### config.mk
export PLATFORM = sky130hd
export DESIGN_NAME = apb_bank_arbiter
export DESIGN_NICKNAME = d
export VERILOG_FILES = /design/src/rtl/apb_bank_arbiter.sv
export SDC_FILE = /design/constraint.sdc
export NUM_CORES = 1
export LEC_CHECK = 0
export BUFFER_PORTS_ARGS = -buffer_cell sky130_fd_sc_hd__buf_2
export CAP_MARGIN = 20
export CORE_MARGIN = 4
export CORE_UTILIZATION = 42
export CTS_CLUSTER_DIAMETER = 150
export DETAILED_ROUTE_END_ITERATION = 8
export GPL_ROUTABILITY_DRIVEN = 0
export PLACE_DENSITY = 0.78
export SLEW_MARGIN = 40
export SYNTH_ARGS = -nofsm -noshare
export SYNTH_HDL_FRONTEND = slang
export SYNTH_SLANG_ARGS = --single-unit
### constraint.sdc
create_clock -name clk_i -period 1.7 [get_ports clk_i]
set_input_delay 0.17 -clock clk_i [delete_from_list [all_inputs] [get_ports clk_i]]
set_output_delay 0.17 -clock clk_i [all_outputs]
set_load 0.02 [all_outputs]
### src/rtl/apb_bank_arbiter.sv
// Two-requester round-robin front end for the shared APB port toward the GPIO banks.
// Sequences SETUP/ACCESS with a pready timeout and returns a one-cycle ack to the winner.
module apb_bank_arbiter #(
  parameter int unsigned BANK_NUM   = 2,
  parameter int unsigned DATA_WIDTH = 8,
  parameter int unsigned ADDR_WIDTH = 3,
  parameter int unsigned TIMEOUT    = 16
) (
  input  logic                  clk_i,
  input  logic                  reset_i,
  input  logic                  m0_req_i,
  input  logic                  m0_write_i,
  input  logic [BANK_NUM-1:0]   m0_sel_i,
  input  logic [ADDR_WIDTH-1:0] m0_addr_i,
  input  logic [DATA_WIDTH-1:0] m0_wdata_i,
  output logic                  m0_ack_o,
  input  logic                  m1_req_i,
  input  logic                  m1_write_i,
  input  logic [BANK_NUM-1:0]   m1_sel_i,
  input  logic [ADDR_WIDTH-1:0] m1_addr_i,
  input  logic [DATA_WIDTH-1:0] m1_wdata_i,
  output logic                  m1_ack_o,
  output logic [DATA_WIDTH-1:0] m_rdata_o,
  output logic                  m_err_o,
  output logic [BANK_NUM-1:0]   b_psel_o,
  output logic                  b_penable_o,
  output logic                  b_pwrite_o,
  output logic [ADDR_WIDTH-1:0] b_paddr_o,
  output logic [DATA_WIDTH-1:0] b_pwdata_o,
  input  logic [DATA_WIDTH-1:0] b_prdata_i,
  input  logic                  b_pready_i
);

  localparam int unsigned CNT_W = (TIMEOUT > 1) ? $clog2(TIMEOUT) : 1;

  localparam logic [1:0] S_IDLE   = 2'd0;
  localparam logic [1:0] S_SETUP  = 2'd1;
  localparam logic [1:0] S_ACCESS = 2'd2;
  localparam logic [1:0] S_DONE   = 2'd3;

  logic [1:0]            state_q,      state_d;
  logic                  last_grant_q, last_grant_d;
  logic                  grant_q,      grant_d;
  logic [CNT_W-1:0]      wait_cnt_q,   wait_cnt_d;
  logic [BANK_NUM-1:0]   psel_q,       psel_d;
  logic                  penable_q,    penable_d;
  logic                  pwrite_q,     pwrite_d;
  logic [ADDR_WIDTH-1:0] paddr_q,      paddr_d;
  logic [DATA_WIDTH-1:0] pwdata_q,     pwdata_d;
  logic                  ack0_q,       ack0_d;
  logic                  ack1_q,       ack1_d;
  logic [DATA_WIDTH-1:0] rdata_q,      rdata_d;
  logic                  err_q,        err_d;

  logic                  win_c;
  logic                  cmd_write_c;
  logic [BANK_NUM-1:0]   cmd_sel_c;
  logic [ADDR_WIDTH-1:0] cmd_addr_c;
  logic [DATA_WIDTH-1:0] cmd_wdata_c;
  logic                  sel_onehot_c;
  logic                  timeout_c;

  // On a tie the requester not served last wins; a lone requester always wins.
  assign win_c        = (m0_req_i && m1_req_i) ? ~last_grant_q : m1_req_i;
  assign cmd_write_c  = win_c ? m1_write_i : m0_write_i;
  assign cmd_sel_c    = win_c ? m1_sel_i   : m0_sel_i;
  assign cmd_addr_c   = win_c ? m1_addr_i  : m0_addr_i;
  assign cmd_wdata_c  = win_c ? m1_wdata_i : m0_wdata_i;
  assign sel_onehot_c = (cmd_sel_c != '0) &&
                        ((cmd_sel_c & (cmd_sel_c - BANK_NUM'(1))) == '0);
  assign timeout_c    = (wait_cnt_q == CNT_W'(TIMEOUT - 1));

  // Next-state and registered-output logic.
  always_comb begin
    state_d      = state_q;
    last_grant_d = last_grant_q;
    grant_d      = grant_q;
    wait_cnt_d   = wait_cnt_q;
    psel_d       = psel_q;
    penable_d    = penable_q;
    pwrite_d     = pwrite_q;
    paddr_d      = paddr_q;
    pwdata_d     = pwdata_q;
    ack0_d       = 1'b0;
    ack1_d       = 1'b0;
    rdata_d      = '0;
    err_d        = 1'b0;

    case (state_q)
      S_IDLE: begin
        if (m0_req_i || m1_req_i) begin
          last_grant_d = win_c;
          grant_d      = win_c;
          pwrite_d     = cmd_write_c;
          paddr_d      = cmd_addr_c;
          pwdata_d     = cmd_wdata_c;
          if (sel_onehot_c) begin
            state_d = S_SETUP;
            psel_d  = cmd_sel_c;
          end else begin
            state_d = S_DONE;
            err_d   = 1'b1;
            ack0_d  = ~win_c;
            ack1_d  = win_c;
          end
        end
      end
      S_SETUP: begin
        state_d    = S_ACCESS;
        penable_d  = 1'b1;
        wait_cnt_d = '0;
      end
      S_ACCESS: begin
        if (b_pready_i || timeout_c) begin
          state_d   = S_DONE;
          psel_d    = '0;
          penable_d = 1'b0;
          ack0_d    = ~grant_q;
          ack1_d    = grant_q;
          err_d     = ~b_pready_i;
          rdata_d   = (b_pready_i && !pwrite_q) ? b_prdata_i : '0;
        end else begin
          wait_cnt_d = wait_cnt_q + CNT_W'(1);
        end
      end
      default: begin
        state_d = S_IDLE;
      end
    endcase
  end

  always_ff @(posedge clk_i) begin
    if (reset_i) begin
      state_q      <= S_IDLE;
      last_grant_q <= 1'b1;
      grant_q      <= 1'b0;
      wait_cnt_q   <= '0;
      psel_q       <= '0;
      penable_q    <= 1'b0;
      pwrite_q     <= 1'b0;
      paddr_q      <= '0;
      pwdata_q     <= '0;
      ack0_q       <= 1'b0;
      ack1_q       <= 1'b0;
      rdata_q      <= '0;
      err_q        <= 1'b0;
    end else begin
      state_q      <= state_d;
      last_grant_q <= last_grant_d;
      grant_q      <= grant_d;
      wait_cnt_q   <= wait_cnt_d;
      psel_q       <= psel_d;
      penable_q    <= penable_d;
      pwrite_q     <= pwrite_d;
      paddr_q      <= paddr_d;
      pwdata_q     <= pwdata_d;
      ack0_q       <= ack0_d;
      ack1_q       <= ack1_d;
      rdata_q      <= rdata_d;
      err_q        <= err_d;
    end
  end

  assign m0_ack_o    = ack0_q;
  assign m1_ack_o    = ack1_q;
  assign m_rdata_o   = rdata_q;
  assign m_err_o     = err_q;
  assign b_psel_o    = psel_q;
  assign b_penable_o = penable_q;
  assign b_pwrite_o  = pwrite_q;
  assign b_paddr_o   = paddr_q;
  assign b_pwdata_o  = pwdata_q;

endmodule

==> out/results.env, run 1 <==
DRTPASS1ITERATIONS=4
NET_COUNT_OF_THE_FINISHED_LAYOUT=274
YOSYS-MUX-AREA-FRACTION_PCT=11.0
YOSYS_MOST_USED_DFF='sky130_fd_sc_hd__dfxtp_1'
WORST-PATH-MAX-FANOUT=6
YOSYSWARNINGS=0
WORST_SLEW_MARGIN_REL_PCT=70.3
HOLD_VIOLATIONS=0
VDD_IR_DROP_MAX_V=0.000739
NUMBER_OF_DESIGN_RULE_VIOLATIONS_LEFT_AFTER_DETAIL_ROUTING=0
CLOCK-SINKS=34
SYNTH_AREA_LEADERS='sky130_fd_sc_hd__dfxtp_1 45%, sky130_fd_sc_hd__mux2i_1 9.3%, sky130_fd_sc_hd__a211oi_1 6.0%'
DIE_W_UM=67.9
CELL_TYPE_WITH_THE_LARGEST_TOTAL_AREA_AFTER_SYNTHESIS='sky130_fd_sc_hd__dfxtp_1'
SKEW_PS=4.39
YOSYS.AREA_SHARE.SIMPLE_PCT=17.6
H_TREE_DEPTH_REPORTED_BY_CTS=2
POST_SYNTH_MOST_FREQUENT_CELLS='34 x sky130_fd_sc_hd__dfxtp_1, 18 x sky130_fd_sc_hd__nor2_1, 14 x sky130_fd_sc_hd__mux2i_1'
POST_ROUTE_CELLS_DRIVE_ABOVE_1_SHARE_PCT=38.9
RESULT_OF_THE_RUN='complete, no violations'
SEQ_AREA_FRAC_SYNTH_PCT=45.2
CLOCK_TREE.BUFFER_DEPTH=2
YOSYS.CELL_COUNT.TOP_TYPE='sky130_fd_sc_hd__dfxtp_1'
SETUP_VIOL=0
GLOBALROUTETOTALUTIL_PCT=16.3
AVGVIACOUNTPERCELL=4.95
SETUP_TNS_PS=0
NET-SWITCHING-POWER_mW=1.10
UNREPAIRED_SETUP_ENDPOINTS_AFTER_GLOBAL_ROUTING='no'
GRT_PASS1_WL_UM=5640
SYNTH_TOP_FAMILY_BY_AREA='simple AND/OR/NAND/NOR gates'
ANTENNA_VIOLATING_NETS_POST_ROUTE=0
SYN-MEAN-INSTANCE-AREA_UM2=9.65
COMBPWRFRAC_PCT=40.1
WORST-SLEW-PIN-TRANSITION_PS=445
CTS_INSERTED_BUFFERS=5
MAXSLEWVIOLCOUNT=0
WL_PER_CELL_UM=12.5
COUNT_OF_VIAS_PLACED_BY_THE_DETAILED_ROUTER=1362
DP.FINAL_HPWL_UM=2640
ANTENNA-DIODE-COUNT=0
SYNTH_FP_NETS=202
DRT_WL_TOTAL_UM=3430
SYN-CELL-AREA_MM2=0.00151
SYNTH.FF_LATCH_COUNT=34
FMAX_ACHIEVED_GHz=0.645
POSTCTSSETUPREPAIRBUFS=0
TIMING.HOLD.WORST.START='b_prdata_i[6]'
POWER_FRAC_SEQ_PCT=35.7
HOLDCRITPATHCLASS='input port to flip-flop'
SLOWEST_CP_CELL='sky130_fd_sc_hd__or4_1'
WORST-R2R-SETUP-SLACK_PS=150
CRIT_REQUIRED_PS=1970
GRT_START_MAX_NET_PINS=26
POWER_DENSITY_mW_PER_MM2=1490
CLOCK_INSERTION_DELAY_WORST_SKEW_PS=340
POSTLAYOUTSETUPSLACKWORST_PS=149
SWITCHING_SHARE_PCT=35.8
PORT-BUFFER-COUNT=66
TOTAL_LEAKAGE_POWER_nW=0.937
SYN-INSTANCE-COUNT=156
TIMING.HOLD.WORST_PATH_DEPTH=2
HOLD_PATH_END='m_rdata_o[6]'
PLACE_WORST_SETUP_SLACK_PS=67.1
FLOORPLAN.DIE.HEIGHT_UM=67.9
YOSYSUNIQUECELLTYPES=35
PERIOD_SHARE_PCT=91.3
FIRST_GLOBAL_VIAS=1270
CRITPATHKIND='flip-flop to flip-flop'
GRT_ANTENNA_BEFORE_REPAIR=0
CTS_TREE='built'
CRITPATHLAUNCHTYPE='flip-flop'
CTS-ROOT-BUF='sky130_fd_sc_hd__clkbuf_4'
DIEAREA_MM2=0.00461
SLOWEST_DELAY_PS=520
WHS_PS=19.1
CAP_VIOL_MAX_COUNT=0
FIN_CRIT_PS=1550
DRT_ITER0_MARKERS=48
AREA_OF_THE_CORE_MM2=0.00339
WORST_R2R_STARTPOINT='state_q[0]'
FINAL_CORE_UTIL_PCT=60.4
POST-SYNTH-TOP-AREA-FRACTION_PCT=45.2
INTERNAL_POWER_mW=1.96
WORST-ENDPOINT-ARRIVAL_PS=1820
INITIAL_UTILIZATION_PCT=44.4
SYNTH-ADDER-AREA-SHARE_PCT=4.16
FRACTION_OF_THE_MAPPED_NETLIST_AREA_IN_COMPOUND_GATES_PCT=16.1
COUNT_OF_STANDARD_CELL_ROWS=21
SYNTH_XOR_XNOR_AREA_SHARE_PCT=2.33
CRITICAL_PATH.REG2REG.ENDPOINT='b_psel_o[1]'
CLK_TRANSITION_REPORTED_PATHS_PS=110
CRIT_PATH_CELL_TRACE='inv_1, ha_2, o21ai_2, or4_1, a31oi_1'
FRACTION_OF_SYNTHESIS_FLOPS_USING_AN_ASYNCHRONOUS_SET_OR_RESET_PIN_PCT=0
R2R_CELLS=5
P_CLK_SHARE_PCT=24.2
SYNTH_ENABLE_FLOP_CELLS=0
GRT.OVERFLOW.TOTAL=0
IOPINCOUNT=67
AREA_GROWTH_FROM_SYNTHESIS_TO_FINAL_LAYOUT_PCT=36.0
END_KIND='flip-flop'
## stage by stage
stage                     cell area, um^2  total power, mW  cells
after global routing                 2050             3.27    275
after global placement               1910             2.28    265
after CTS                            2020             3.06    273
after floorplan                      1510             1.90    156
after detailed placement             1910             2.31    265
final                                2050             3.06    275
## cells in the final DEF (no fill, tap or decap), types with 2 or more instances in the layout
cell / netlist / layout
sky130_fd_sc_hd__clkbuf_4: 0 / 5
sky130_fd_sc_hd__dlygate4sd3_1: 0 / 2
sky130_fd_sc_hd__nand2_1: 4 / 4
sky130_fd_sc_hd__buf_4: 0 / 6
sky130_fd_sc_hd__inv_1: 2 / 2
sky130_fd_sc_hd__xor2_1: 2 / 2
sky130_fd_sc_hd__nor2b_1: 3 / 3
sky130_fd_sc_hd__nand3b_1: 3 / 3
sky130_fd_sc_hd__a211oi_1: 12 / 12
sky130_fd_sc_hd__dfxtp_1: 34 / 34
sky130_fd_sc_hd__buf_2: 1 / 66
sky130_fd_sc_hd__xnor2_1: 2 / 2
sky130_fd_sc_hd__bufinv_16: 0 / 2
sky130_fd_sc_hd__nand3_1: 2 / 2
sky130_fd_sc_hd__mux2i_1: 14 / 14
sky130_fd_sc_hd__nor3_1: 3 / 3
sky130_fd_sc_hd__o211ai_1: 4 / 4
sky130_fd_sc_hd__or4_1: 2 / 2
sky130_fd_sc_hd__a21oi_1: 7 / 7
sky130_fd_sc_hd__ha_2: 0 / 2
sky130_fd_sc_hd__and2_1: 8 / 8
sky130_fd_sc_hd__nor2_1: 18 / 18
sky130_fd_sc_hd__o21ai_0: 3 / 2
sky130_fd_sc_hd__a31oi_1: 3 / 3
sky130_fd_sc_hd__ha_1: 5 / 3
sky130_fd_sc_hd__nand2b_1: 3 / 3
## worst max-delay path, delay by kind of cell, from the launching register on
| kind | cells | cell delay (ps) |
|---|---|---|
| buffers and inverters | 1 | 110 |
| adders and majority gates | 1 | 230 |
| DFF | 1 | 350 |
| AOI/OAI and AO/OA | 2 | 270 |
| and+or+nand+nor | 1 | 520 |
## registers in the layout, indices dropped and copies added (netlist names)
name,cells
b_penable_o,1
grant_q,1
b_psel_o,2
m0_ack_o,1
b_pwdata_o,8
b_pwrite_o,1
last_grant_q,1
state_q,2
m_rdata_o,8
wait_cnt_q,4
b_paddr_o,3
m1_ack_o,1
m_err_o,1
## per-layer routing
metal	routed length (um)	track usage, %	part of all wire [%]
met5	0	0	0
met4	47	5.96	1.4
met3	248	6.24	7.2
met2	1720	26.4	50
met1	1420	19.6	41
## logic make-up after synthesis
| kind of cell | count (synthesis) |
|---|---|
| DFF | 34 |
| muxes | 16 |
| AOI/OAI and AO/OA | 35 |
| adders and majority gates | 5 |
| buffers and inverters | 12 |
| xor gates and xnor gates | 4 |
| and+or+nand+nor | 50 |
## power by group through the flow
| stage | Clock, mW | Combinational (mW) | Sequential, mW |
|---|---|---|---|
| after floorplan | 0 | 0.612 | 1.29 |
| after global placement | 0 | 1.18 | 1.10 |
| after detailed placement | 0 | 1.21 | 1.11 |
| after CTS | 0.754 | 1.21 | 1.09 |
| after global routing | 0.794 | 1.35 | 1.12 |
| final | 0.740 | 1.23 | 1.09 |
## worst max path at each step
| stage | slack (ps) | end | startpoint | depth (start not counted) |
|---|---|---|---|---|
| detailed placement | 70 | b_psel_o[1] | state_q[0] | 5 |
| global route | 10 | state_q[1] | wait_cnt_q[0] | 4 |
| CTS | 40 | b_psel_o[1] | state_q[0] | 5 |
| finish | 150 | b_psel_o[1] | state_q[0] | 5 |
| global placement | 180 | b_psel_o[0] | state_q[0] | 5 |
| floorplan | 120 | b_psel_o[0] | state_q[0] | 6 |
## repair_timing
item	4_1_cts	5_1_grt
resized for setup	0	3
setup endpoints to repair	0	3
hold buffers	0	2
endpoints found under the hold margin	0	2
## area by class of cell
type                            count  area [um^2]
Tap cell                           46         57.6
Multi-Input combinational cell    110          779
Inverter                            2         7.51
Clock buffer                        5         37.5
Timing Repair Buffer               75          415
Clock inverter                      3         68.8
Fill cell                         293         1340
Sequential cell                    34          681
(Power assumes the default switching activity.)
==> run 2: changes to the inputs <==
--- a/config.mk
+++ b/config.mk
@@ -5,6 +5,7 @@
 export SDC_FILE = /design/constraint.sdc
 export NUM_CORES = 1
 export LEC_CHECK = 0
+export ABC_AREA = 1
 export BUFFER_PORTS_ARGS = -buffer_cell sky130_fd_sc_hd__buf_2
 export CAP_MARGIN = 20
 export CORE_MARGIN = 4
==> out/results.env, run 2 <==
DRT_ITER0_MARKERS=99  # +110%
FINAL_CELL_AREA_MM2=0.00205  # about the same
CTS_TREE='built'
VDD_IR_DROP_MAX_V=0.000751  # +1.6%
CTS_INSERTED_BUFFERS=5  # unchanged
NET_COUNT_OF_THE_FINISHED_LAYOUT=322  # +18%
CLOCK-SINKS=34  # unchanged
CRIT_BUF_INV=3  # +2
POST-SYNTH-TOP-AREA-FRACTION_PCT=43.9  # -1.3 points
COUNT_OF_VIAS_PLACED_BY_THE_DETAILED_ROUTER=1519  # +12%
SEQ_AREA_FRAC_SYNTH_PCT=43.9  # -1.3 points
WORST-R2R-SETUP-SLACK_PS=230  # +80 ps
SYNTH_TOP_FAMILY_BY_AREA='simple AND/OR/NAND/NOR gates'
AREA_OF_THE_CORE_MM2=0.00344  # +1.6%
SYNTH_AREA_LEADERS='sky130_fd_sc_hd__dfxtp_1 44%, sky130_fd_sc_hd__nand2_1 12%, sky130_fd_sc_hd__inv_1 6.3%'
SETUP_TNS_PS=0  # unchanged
PLACE_WORST_SETUP_SLACK_PS=239  # +172 ps
RESULT_OF_THE_RUN='complete, no violations'
WORST-PATH-MAX-FANOUT=25  # +19
MET2_USAGE_PCT=25.7  # -0.62 points
FLOORPLAN.DIE.HEIGHT_UM=68.7  # +1.3%
SYN-INSTANCE-COUNT=207  # +33%
HOLD_PATH_END='m_rdata_o[7]'
YOSYS.AREA_SHARE.SIMPLE_PCT=28.4  # +11 points
FIRST_GLOBAL_VIAS=1316  # +3.6%
GRT.MET1_USAGE_PCT=19.0  # -0.51 points
POST_ROUTE_CELLS_DRIVE_ABOVE_1_SHARE_PCT=32.6  # -6.3 points
NUMBER_OF_DESIGN_RULE_VIOLATIONS_LEFT_AFTER_DETAIL_ROUTING=0  # unchanged
DIEAREA_MM2=0.00472  # +2.6%
FINAL_COMMON_CELL='sky130_fd_sc_hd__buf_2'
WORST_R2R_STARTPOINT='state_q[0]'
SYNTH_XOR_XNOR_AREA_SHARE_PCT=0.565  # -1.8 points
GRT_START_MAX_NET_PINS=26  # unchanged
SLOWEST_DELAY_PS=340  # -180 ps
WORST_SLEW_MARGIN_REL_PCT=70.3  # about the same
FIN_CRIT_PS=1470  # -76.8 ps
FMAX_ACHIEVED_GHz=0.678  # +5.2%
YOSYS_MOST_USED_DFF='sky130_fd_sc_hd__dfxtp_1'
WORST-SLEW-PIN-TRANSITION_PS=445  # +0.114 ps
CLOCK_INSERTION_DELAY_WORST_SKEW_PS=280  # -60 ps
SKEW_PS=3.91  # -0.483 ps
MAXSLEWVIOLCOUNT=0  # unchanged
POSTLAYOUTSETUPSLACKWORST_PS=225  # +76.8 ps
GRT.OVERFLOW.TOTAL=0  # unchanged
END_KIND='flip-flop'
WORST-ENDPOINT-ARRIVAL_PS=1680  # -140 ps
H_TREE_DEPTH_REPORTED_BY_CTS=2  # unchanged
CP_TOP_DELAY_FAMILY='buffers and inverters'
TIMING.HOLD.WORST_PATH_DEPTH=3  # +1
CAP_VIOL_MAX_COUNT=0  # unchanged
POSTCTSSETUPREPAIRBUFS=0  # unchanged
CRITPATHLAUNCHTYPE='flip-flop'
PORT-BUFFER-COUNT=66  # unchanged
GRT-BUSIEST-LAYER='met2'
CRIT_PATH_CELL_TRACE='inv_1, ha_1, inv_1, nor2_4, buf_12, o21ai_0, a31oi_1'
TIMING.HOLD.WORST.START='b_prdata_i[7]'
DP.FINAL_HPWL_UM=2740  # +3.9%
CRITICAL_PATH.REG2REG.ENDPOINT='b_pwdata_o[1]'
SYN-CELL-AREA_MM2=0.00155  # +2.9%
POSTCTSRESIZEDCELLS=0  # unchanged
CLK_TRANSITION_REPORTED_PATHS_PS=70  # -40 ps
CLOCK_TREE.BUFFER_DEPTH=2  # unchanged
ANTENNA_VIOLATING_NETS_POST_ROUTE=0  # unchanged
HOLDCRITPATHCLASS='input port to flip-flop'
CELL_TYPE_WITH_THE_LARGEST_TOTAL_AREA_AFTER_SYNTHESIS='sky130_fd_sc_hd__dfxtp_1'
PATH_COMMON_CELL='sky130_fd_sc_hd__inv_1'
CTS-ROOT-BUF='sky130_fd_sc_hd__clkbuf_8'
SLOWEST_CP_CELL='sky130_fd_sc_hd__dfxtp_1'
CRITPATHKIND='flip-flop to flip-flop'
COUNT_OF_STANDARD_CELL_ROWS=21  # unchanged
DIE_W_UM=68.7  # +1.3%
INITIAL_UTILIZATION_PCT=45.0  # +0.59 points
FRACTION_OF_THE_MAPPED_NETLIST_AREA_IN_COMPOUND_GATES_PCT=14.7  # -1.4 points
POWER_DENSITY_mW_PER_MM2=1510  # +0.74%
AREA_GROWTH_FROM_SYNTHESIS_TO_FINAL_LAYOUT_PCT=32.1
PERIOD_SHARE_PCT=86.7  # -4.5 points
POST_SYNTH_MOST_FREQUENT_CELLS='50 x sky130_fd_sc_hd__nand2_1, 34 x sky130_fd_sc_hd__dfxtp_1, 26 x sky130_fd_sc_hd__inv_1'
HOLDBUFCOUNTCTS=0  # unchanged
GLOBALROUTEMET3UTIL_PCT=5.19  # -1.1 points
ANTENNA-DIODE-COUNT=0  # unchanged
YOSYS.CELL_COUNT.TOP_TYPE='sky130_fd_sc_hd__nand2_1'
SYNTH-ADDER-AREA-SHARE_PCT=4.04  # -0.12 points
GRT_PASS1_WL_UM=5580  # -1.1%
SYNTH.FF_LATCH_COUNT=34  # unchanged
FRACTION_OF_SYNTHESIS_FLOPS_USING_AN_ASYNCHRONOUS_SET_OR_RESET_PIN_PCT=0  # unchanged
AVGVIACOUNTPERCELL=4.72  # -4.8%
GRT_ANTENNA_BEFORE_REPAIR=0  # unchanged
CRIT_REQUIRED_PS=1900  # -70 ps
YOSYSUNIQUECELLTYPES=23  # -34%
UNREPAIRED_SETUP_ENDPOINTS_AFTER_GLOBAL_ROUTING='no'
HOLD_VIOLATIONS=0  # unchanged
SYNTH_ENABLE_FLOP_CELLS=0  # unchanged
PLACED_CELL_AREA_MM2=0.00193  # +1.1%
IOPINCOUNT=67  # unchanged
SETUP_VIOL=0  # unchanged
SYNTH_FP_NETS=253  # +25%
R2R_CELLS=7  # +2
WL_PER_CELL_UM=10.9  # -13%
DRT_WL_TOTAL_UM=3490  # +1.8%
MOST-COMMON-LAYOUT-CELLS='66 x sky130_fd_sc_hd__buf_2, 50 x sky130_fd_sc_hd__nand2_1, 34 x sky130_fd_sc_hd__dfxtp_1, 26 x sky130_fd_sc_hd__inv_1, 17 x sky130_fd_sc_hd__nor2_1'
YOSYS-MUX-AREA-FRACTION_PCT=0  # -11 points
DRTPASS1ITERATIONS=4  # unchanged
GLOBALROUTETOTALUTIL_PCT=15.6  # -0.66 points
SYN-MEAN-INSTANCE-AREA_UM2=7.48  # -22%
YOSYSWARNINGS=0  # unchanged
TOTAL_LEAKAGE_POWER_nW=1.07  # +14%
[run 2: tightest hold or removal path: stages]
cell                     delay, ps
sky130_fd_sc_hd__buf_2          90
sky130_fd_sc_hd__inv_1          40
sky130_fd_sc_hd__nor2_1         30
[run 2: final cells by class]
class | count | area, um^2
clock buffers | 6 | 82.6
multi-input cells | 141 | 739
fillers | 336 | 1400
well taps | 46 | 57.6
clock inverters | 1 | 30.0
inverters | 26 | 97.6
flip-flops and latches | 34 | 681
repair buffers | 68 | 358
[run 2: through the flow]
step	hold WS (ps)	power, mW	utilization [%]	instances
after floorplan	282	1.99	-	207
after CTS	94.7	3.11	59.4	322
after global placement	382	2.34	56.2	315
after global routing	93.8	3.31	59.4	322
after detailed placement	391	2.36	56.2	315
final	102	3.08	59.4	322
[run 2: per-layer routing]
layer	vias up	share of wire [%]
met3	3	7.0
met1	674	43
met5	-	0
met4	0	0.63
met2	43	50
li1	799	-
[run 2: kinds of logic (layout without fill, tap and decap cells)]
group | Yosys count | count (layout)
AOI/OAI and AO/OA | 40 | 40
xor gates and xnor gates | 1 | 1
adders and majority gates | 5 | 5
buffers and inverters | 32 | 101
DFF | 34 | 34
and+or+nand+nor | 95 | 95
[run 2: worst max-delay path by stage]
stage	from	endpoint	slack, ps	depth (start not counted)
global placement	state_q[0]	b_pwdata_o[6]	290	7
finish	state_q[0]	b_pwdata_o[1]	230	7
detailed placement	state_q[0]	b_pwdata_o[5]	240	7
global route	state_q[0]	b_pwdata_o[7]	50	7
floorplan	state_q[0]	b_pwrite_o	380	7
CTS	state_q[0]	b_pwdata_o[1]	220	7
[run 2: report_power, final]
part | total, mW | switching, mW | internal (mW) | leakage [nW]
Sequential | 1.10 | 0.106 | 0.992 | 0.279
Combinational | 1.25 | 0.786 | 0.460 | 0.736
Clock | 0.736 | 0.268 | 0.469 | 0.0573
Total | 3.08 | 1.16 | 1.92 | 1.07
